**src/rtl/word_adder_driver.sv**
```systemverilog
// word_adder_driver: issues load/enable/settle command sequences to word_adder and returns its result; WORD_DRV_B2B_EN enables back-to-back requests
module word_adder_driver #(
  parameter int WIDTH  = 9,
  parameter int CNT_W  = 4,
  parameter int SETTLE = 2
) (
  input  logic             clk,
  input  logic             rst,
  input  logic             req_valid,
  output logic             req_ready,
  input  logic [WIDTH-1:0] req_word,
  input  logic [CNT_W-1:0] req_steps,
  output logic             rsp_valid,
  input  logic             rsp_ready,
  output logic [WIDTH-1:0] rsp_result,
  output logic [1:0]       func,
  output logic [WIDTH-1:0] inWord,
  input  logic [WIDTH-1:0] result,
  output logic             busy
);
  localparam int SW = $clog2(SETTLE + 1);
  localparam logic [SW-1:0] W_LAST = SW'(SETTLE - 1);
  localparam logic [2:0] IDLE = 3'd0, LOAD = 3'd1, STEP = 3'd2, WAIT = 3'd3, RESP = 3'd4;
  logic [2:0]       state;
  logic [WIDTH-1:0] op;
  logic [CNT_W-1:0] cnt;
  logic [SW-1:0]    wcnt;
  logic             take;
`ifdef WORD_DRV_B2B_EN
  assign req_ready = !rst && (state == IDLE || (state == RESP && rsp_ready));
`else
  assign req_ready = !rst && state == IDLE;
`endif
  assign take      = req_valid && req_ready;
  assign rsp_valid = state == RESP;
  assign busy      = state != IDLE;
  assign inWord    = op;
  // command pins follow the state: load in LOAD, enable in STEP, idle elsewhere
  always_comb func = state == LOAD ? 2'd1 : state == STEP ? 2'd2 : 2'd0;
  // sequencer: latch request, count enables, count settle window, hold response
  always_ff @(posedge clk) begin
    if (rst) begin
      state      <= IDLE;
      op         <= '0;
      cnt        <= '0;
      wcnt       <= '0;
      rsp_result <= '0;
    end else begin
      if (take) begin
        op  <= req_word;
        cnt <= req_steps;
      end
      case (state)
        IDLE: if (take) state <= LOAD;
        LOAD: begin
          state <= cnt != '0 ? STEP : WAIT;
          wcnt  <= '0;
        end
        STEP: begin
          cnt <= cnt - 1'b1;
          if (cnt == CNT_W'(1)) state <= WAIT;
        end
        WAIT: begin
          wcnt <= wcnt + 1'b1;
          if (wcnt == W_LAST) begin
            rsp_result <= result;
            state      <= RESP;
          end
        end
        RESP: if (rsp_ready) state <= take ? LOAD : IDLE;
        default: state <= IDLE;
      endcase
    end
  end
endmodule

```
**config.mk**
```make
export PLATFORM = sky130hd
export DESIGN_NAME = word_adder_driver
export DESIGN_NICKNAME = d
export VERILOG_FILES = /design/src/rtl/word_adder_driver.sv
export SDC_FILE = /design/constraint.sdc
export NUM_CORES = 1
export LEC_CHECK = 0
export ABC_CLOCK_PERIOD_IN_PS = 3100
export CAP_MARGIN = 20
export CORE_MARGIN = 4
export CORE_UTILIZATION = 35
export DETAILED_ROUTE_END_ITERATION = 10
export PLACE_DENSITY = 0.7
export SLEW_MARGIN = 15
export SYNTH_ARGS = -nofsm -noshare
export SYNTH_HDL_FRONTEND = slang
export SYNTH_SLANG_ARGS = --single-unit
```
**constraint.sdc**
```tcl
create_clock -name clk -period 3.1 [get_ports clk]
set_input_delay 0.62 -clock clk [delete_from_list [all_inputs] [get_ports clk]]
set_output_delay 0.62 -clock clk [all_outputs]
set_load 0.005 [all_outputs]
```
== Yosys cells after proc, flatten, opt, wreduce, memory -nomap -nowiden ==
Index checks and enable logic that the tools add are counted.
Storage, ports and cells
  bits in registers: 27
  bits in latches: 0
  memory bits (writable): 0
  bits in read-only memories: 0
  input bits: 26
  output and inout bits: 23
  logic and storage cells: 39
  memories: 0
Operators by class
  add/subtract/negate cells: 2
  $mul: 0
  div/mod/pow operators: 0
  magnitude comparators: 0
  eq/ne operators: 10
  shift-type cells: 0
  muxes and demuxes: 12
  bitwise gates (word level): 0
  reductions and logical operators: 10
Operator list (count)
  case mux 3 bit (5 select lines): 1
  two-way mux 3 bit: 4
  two-way mux 4 bit: 2
  equality test 3 x 2 -> 1 bit, second input constant: 2
  equality test 4 x 1 -> 1 bit, second input constant: 1
  two-way mux 2 bit: 2
  inequality test 2 x 1 -> 1 bit, second input constant: 2
  inequality test 2 bit, second input constant: 2
  case mux 2 bit (2 select lines): 1
  AND reduction 4 bit: 1
  nonzero test 2 bit: 2
  nonzero test 4 bit: 1
  subtractor 4 x 1 -> 4 bit, second input constant: 1
  equality test 3 x 1 -> 1 bit, second input constant: 1
  equality test 3 bit, second input constant: 1
  zero test 3 bit: 1
  nonzero test 3 bit: 1
  adder 2 x 1 -> 2 bit, second input constant: 1
  equality test 2 x 1 -> 1 bit, second input constant: 1
  logical AND 1 bit: 2
  two-way mux 1 bit: 2
  AND reduction 2 bit: 1
  zero test 1 bit: 1

== Longest topological paths before layout ==
Gate-level depths: netlist (run 1).
  depth in word-level cells: 6
  depth in mapped cells: 6
  mapped depth without buffers: 5

== Least setup slack after synthesis (run 1) ==
No wires, ideal clock.
  path type: in2out
  start: input port rst
  end: output port req_ready
  arrival time: 1236 ps
  data required time: 2480 ps
  path slack: 1244 ps
  stages: 3
  buffers on the path: 2
  path through: clkbuf_1 > buf_1 > nor2_1
Between the ends
  word-level cells in the longest chain between the ends: 2
Ends and longest elaborated chain
  from (decl): RTL line 8  | input logic rst,
  zero test 1 bit: RTL line 32  | assign req_ready = !rst && state == IDLE;
  logical AND 1 bit: RTL line 32
  to (decl): RTL line 10  | output logic req_ready,
No other way between the ends.

== Worst setup path after layout (run 1) ==
  start: register state[1]
  end: output port func[1]
Between the ends
  word-level cells in the longest chain between the ends: 3
  elaborated cells between the ends (all ways): 4
  classes of those cells: 2 x eq/ne; 2 x mux
Ends and longest elaborated chain
  from (decl): RTL line 24  | logic [2:0] state;
  from (signal assigned): RTL line 56  | state <= cnt != '0 ? STEP : WAIT;
  from (signal assigned): RTL line 70  | RESP: if (rsp_ready) state <= take ? LOAD : IDLE;
  equality test 3 x 2 -> 1 bit: RTL line 39  | always_comb func = state == LOAD ? 2'd1 : state == STEP ? 2'd2 : 2'd0;
  two-way mux 2 bit: RTL line 39
  two-way mux 2 bit (*): RTL line 39
  to (decl): RTL line 16  | output logic [1:0] func,
Every way passes the cells marked *; elsewhere a longest branch is shown, timed or not.

==> results.yml, run 1 <==
clock_network:
  clock_path_buffers: 2
  cts_buffers: 3
  htreeDepth: 1
  insertion_delay_ps: 320
  clk_pin_slew_ps: 150
  clock-root-buffer: "clkbuf_4"
  cts_tree: "built"
  ctsResizeCount: 0
  hold_buffers: 0
  postCtsSetupRepairBufs: 0
  clock-sinks: 27
floorplan:
  start_util_pct: 37.5
  fp.dieW_um: 65.9
  pin_count: 49
  rows: 20
  coreArea_um2: 3130
  die_y_um: 65.9
  dieArea_um2: 4340
worst_setup_path:
  r2r_slack_ps: 1380
  crit_chain: "or3b_4, inv_2, clkdlybuf4s50_1"
  cp-start-kind: "register"
  timing.rr.end: "cnt[3]"
  critPathKind: "reg2out"
  rr_worst_depth: 3
  slowest_delay_ps: 640
  critPathMaxFanout: 16
  critPathBufInv: 2
  worstPathArrival_ps: 2040
  crit_family: "flip-flops"
  end_kind: "output port"
  rr_startpoint: "state[0]"
  crit_required_ps: 2480
  slowest_stage: "dfxtp_1"
finish:
  syn2layout_area_growth_pct: 46.3
  drive_gt1_share_pct: 4.74
  final_area_um2: 1720
  fill_cells: 299
  layout.nets: 221
  multi_input_area_um2: 568
  regArea_um2: 541
  n_antenna_cell: 0
synth:
  yosys.cell_types.count: 33
  synth.ff_latch_count: 27
  synth-async-reset-ratio_pct: 0
  yosysWarnings: 0
  synth.avg_cell_area_um2: 8.09
  syn-cell-area_um2: 1170
  netlist_instances: 145
  synth_ff_type: "dfxtp_1"
  yosysSeqAreaShare_pct: 46.1
  synth-edff-count: 0
  syn-num-nets: 175
drt:
  antenna_left: 0
  drt_drc_violations_left: 0
  initialDrtViolationCount: 50
  drt-total-wl_um: 3010
  num_vias: 1148
  wl_per_cell_um: 12.9
  viasPerCell: 4.91
  drt_first_pass_iters: 4
place:
  hpwl_um: 2250
  port_buffers: 48
  gp_congestion: 0.907
  dpl_cell_area_um2: 1690
sta:
  final-setup-viol-count: 0
  rsz0062_at_grt: "false"
  drv_slew: 0
  setup_tns_ps: 0
  worstMarginPinSlew_ps: 464
  skew_ps: 3.30
  max_slew_margin_pct: 69.0
  max_freq_mhz: 376
  holdWs_ps: 463
  hold_viol_final: 0
  finalCriticalPeriod_ps: 2660
  finalCritPeriodShare_pct: 85.8
min_path:
  min_to: "wcnt[1]"
  hold_start: "wcnt[1]"
  hold_class: "reg2reg"
  worstHoldPathCells: 2
grt:
  met1_usage_pct: 15.5
  use_met3_pct: 2.89
  grt_max_degree: 27
  antenna_found_initial: 0
  grt_use_met2_pct: 26.2
  grt_pass1_vias: 1099
  grt_overflow: 0
  grtUsageTotal_pct: 14.1
  grt_pass1_wl_um: 4820
  grt-busiest-layer: "met2"
run_status:
  outcome: "finished, final reports clean"
pwr:
  powerDensity_nw_per_um2: 541
  leakage_uw: 0.000620
  vdd_drop_max_uv: 161
flow_run:
  maxCapViolCount: 0
==> synth_stat cells (all sizes together) (2+ instances only) <==
library cell / number / area (µm²)
o21ai: 2 / 10.0
nand3b: 2 / 15.0
dfxtp: 27 / 541
a21o: 2 / 15.0
or3: 2 / 12.5
ha: 4 / 50.1
nand4b: 2 / 17.5
nor2: 5 / 18.8
nand2b: 2 / 12.5
buf: 3 / 13.8
nand2: 40 / 150
inv: 7 / 26.3
clkbuf: 6 / 23.8
nor4b: 2 / 23.8
nor3b: 2 / 15.0
a211oi: 2 / 15.0
a21oi: 22 / 110
a31oi: 2 / 12.5
==> registers in the layout, indices dropped and copies added, names as in the netlist <==
| signal | cells |
|---|---|
| state | 3 |
| cnt | 4 |
| inWord | 9 |
| wcnt | 2 |
| rsp_result | 9 |
==> worst register-to-register path, cell delays in order, from the launching register on <==
cell and delay [ps]:
dfxtp_1 480, or4b_1 800, o32a_1 250, a21oi_1 130
==> layer usage <==
layer | share of wire (%) | wire length [µm]
met1 | 42 | 1280
met2 | 48 | 1460
met3 | 8.0 | 240
met4 | 1.2 | 36
met5 | 0 | 0
==> where the power goes <==
part	switching [µW]	total (µW)	leakage (µW)	internal, µW
Clock	108	158	0.0000139	49.3
Combinational	137	317	0.000386	181
Sequential	60.5	452	0.000220	392
==> per-stage QoR <==
step,power [µW],setup WS [ps],cells,util (%)
detailed placement,780,790,230,53.9
CTS,941,418,234,54.8
global placement,767,789,230,53.9
floorplan,629,1240,145,-
global route,996,303,234,54.8
finish,927,440,234,54.8
==> cell families (layout without fill, tap and decap cells) <==
group	Yosys count	in the layout	share of synthesized area, %
buffers and inverters	16	61	5.44
flip-flops	27	27	46.1
adder cells (fa/ha/maj)	4	4	4.27
AO/OA/AOI/OAI	35	35	17.3
AND/OR/NAND/NOR	63	63	26.9
==> layout by cell type (no fill, tap or decap), types with 2 or more instances in the layout <==
cell type	count
clkdlybuf4s50_1	48
nand2_1	40
dfxtp_1	27
a21oi_1	22
inv_1	6
nor2_1	5
ha_1	4
clkbuf_4	3
nand2b_1	2
or3_1	2
nor3b_1	2
a21o_1	2
a31oi_1	2
nand4b_1	2
nand3b_1	2
a211oi_1	2
o21ai_0	2
buf_4	2
==> area by class of cell <==
type	count	area share, %
Inverter	7	1.53
Clock buffer	3	1.31
Sequential cell	27	31.5
Clock inverter	1	0.438
Multi-Input combinational cell	102	33.1
Tap cell	44	3.21
Timing Repair Buffer	50	28.9
==> how the worst max path moves through the flow <==
stage,start,to,slack [ps],depth (start not counted)
6_report,state[1],func[1],440,3
5_1_grt,state[1],func[1],300,3
4_1_cts,state[1],func[1],420,3
3_5_place_dp,rst,req_ready,790,3
3_3_place_gp,rst,req_ready,790,3
2_1_floorplan,rst,req_ready,1240,3
Note: power is estimated with default switching activity, not from simulation.
==> inputs of run 2 (changes only) <==
Settings changed: CORE_ASPECT_RATIO set to 0.7.
==> results.yml, run 2 (synthesis gave the netlist of run 1 again) <==
run_status:
  outcome: "finished, final reports clean"
finish:
  layout.nets: 221
  multi_input_area_um2: 568
  drive_gt1_share_pct: 4.21
  final_util_pct: 54.0
  fill_cells: 287
  final_area_um2: 1720
  final_common_cell: "clkdlybuf4s50_1"
  n_antenna_cell: 0
  regArea_um2: 541
  syn2layout_area_growth_pct: 47.0
  final_cell_mix: "48 x clkdlybuf4s50_1, 40 x nand2_1, 27 x dfxtp_1, 22 x a21oi_1, 6 x inv_1"
grt:
  grtUsageTotal_pct: 13.3
  grt_pass1_vias: 1015
  grt_overflow: 0
  grt_max_degree: 27
  antenna_found_initial: 0
  grt_pass1_wl_um: 4750
sta:
  setup_tns_ps: 0
  final-setup-viol-count: 0
  max_freq_mhz: 382
  fin_ws_ps: 479
  rsz0062_at_grt: "false"
  max_slew_margin_pct: 65.8
  skew_ps: 1.29
  drv_slew: 0
  worstMarginPinSlew_ps: 512
  hold_viol_final: 0
  finalCritPeriodShare_pct: 84.6
  holdWs_ps: 457
  finalCriticalPeriod_ps: 2620
min_path:
  hold_start: "inWord[1]"
  worstHoldPathCells: 2
  min_to: "inWord[1]"
  hold_class: "reg2reg"
clock_network:
  postCtsSetupRepairBufs: 0
  ctsResizeCount: 0
  clock-sinks: 27
  cts_buffers: 3
  cts_tree: "built"
  clock_path_buffers: 2
  insertion_delay_ps: 270
  clk_pin_slew_ps: 90
  htreeDepth: 1
  clock-root-buffer: "clkbuf_8"
  hold_buffers: 0
place:
  port_buffers: 48
  dpl_cell_area_um2: 1680
  gp_congestion: 0.792
  pre_cts_slack_ps: 750
  hpwl_um: 2140
pwr:
  leakage_uw: 0.000628
  powerDensity_nw_per_um2: 560
  vdd_drop_max_uv: 244
  sw_frac_of_total_pct: 31.2
  power_frac_clock_pct: 20.2
  power_switching_uw: 301
  internal_power_uw: 664
  seqPwrFrac_pct: 47.0
  combPwrFrac_pct: 32.9
worst_setup_path:
  timing.rr.end: "cnt[3]"
  r2r_slack_ps: 1340
  cp-start-kind: "register"
  critPathLaunch: "state[1]"
  rr_worst_depth: 3
  rr_startpoint: "state[1]"
  worstPathArrival_ps: 2000
  critPathKind: "reg2out"
  critPathMaxFanout: 16
  end_kind: "output port"
  crit_required_ps: 2480
floorplan:
  dieArea_um2: 4350
  fp.dieW_um: 77.2
  pin_count: 49
  start_util_pct: 36.7
  rows: 17
  die_y_um: 56.4
  coreArea_um2: 3190
drt:
  routed.top_layer: "met4"
  wl_met1_um: 1420
  num_vias: 1117
  wl_met2_um: 1310
  dr_wl_met3_um: 166
  initialDrtViolationCount: 56
  drt_first_pass_iters: 4
  viasPerCell: 4.90
  drt-total-wl_um: 2930
  wl_per_cell_um: 12.8
  antenna_left: 0
  drt_drc_violations_left: 0
flow_run:
  maxCapViolCount: 0
[run 2: cell count changes in the layout (fill, tap and decap cells not counted), sizes merged]
cell / before / now
clkinvlp: 1 / 0
clkbuf: 3 / 4
[run 2: power by group through the flow]
| stage | Sequential (µW) | Combinational (µW) | Clock, µW |
|---|---|---|---|
| 5_1_grt | 464 | 356 | 218 |
| 3_5_place_dp | 460 | 317 | 0 |
| 4_1_cts | 452 | 319 | 204 |
| 2_1_floorplan | 434 | 195 | 0 |
| 6_report | 453 | 317 | 195 |
| 3_3_place_gp | 457 | 309 | 0 |
[run 2: final cells by class]
class	instances	share of cell area, %
Sequential cell	27	31.4
Timing Repair Buffer	50	28.8
Tap cell	38	2.76
Multi-Input combinational cell	102	33.0
Clock buffer	4	2.61
Inverter	7	1.53
[run 2: how the worst max path moves through the flow]
| stage | to | cells past startpoint |
|---|---|---|
| global placement | req_ready | 3 |
| detailed placement | req_ready | 3 |
| floorplan | req_ready | 3 |
| global route | func[1] | 3 |
| CTS | func[1] | 3 |
| finish | func[1] | 3 |
[run 2: worst max-delay path, cell delays in order (launching register included)]
cell and delay, ps:
dfxtp_1 650, or3b_4 480, inv_2 100, clkdlybuf4s50_1 500
[run 2: layer usage]
layer,GRT usage [%],up-vias
li1,-,583
met1,17.5,499
met2,20.3,31
met3,4.97,4
met4,4.06,0
met5,0,-
[run 2: metrics by stage]
step	cells	total power, µW
floorplan	145	629
global placement	224	766
detailed placement	224	777
CTS	228	976
global route	228	1040
finish	228	965
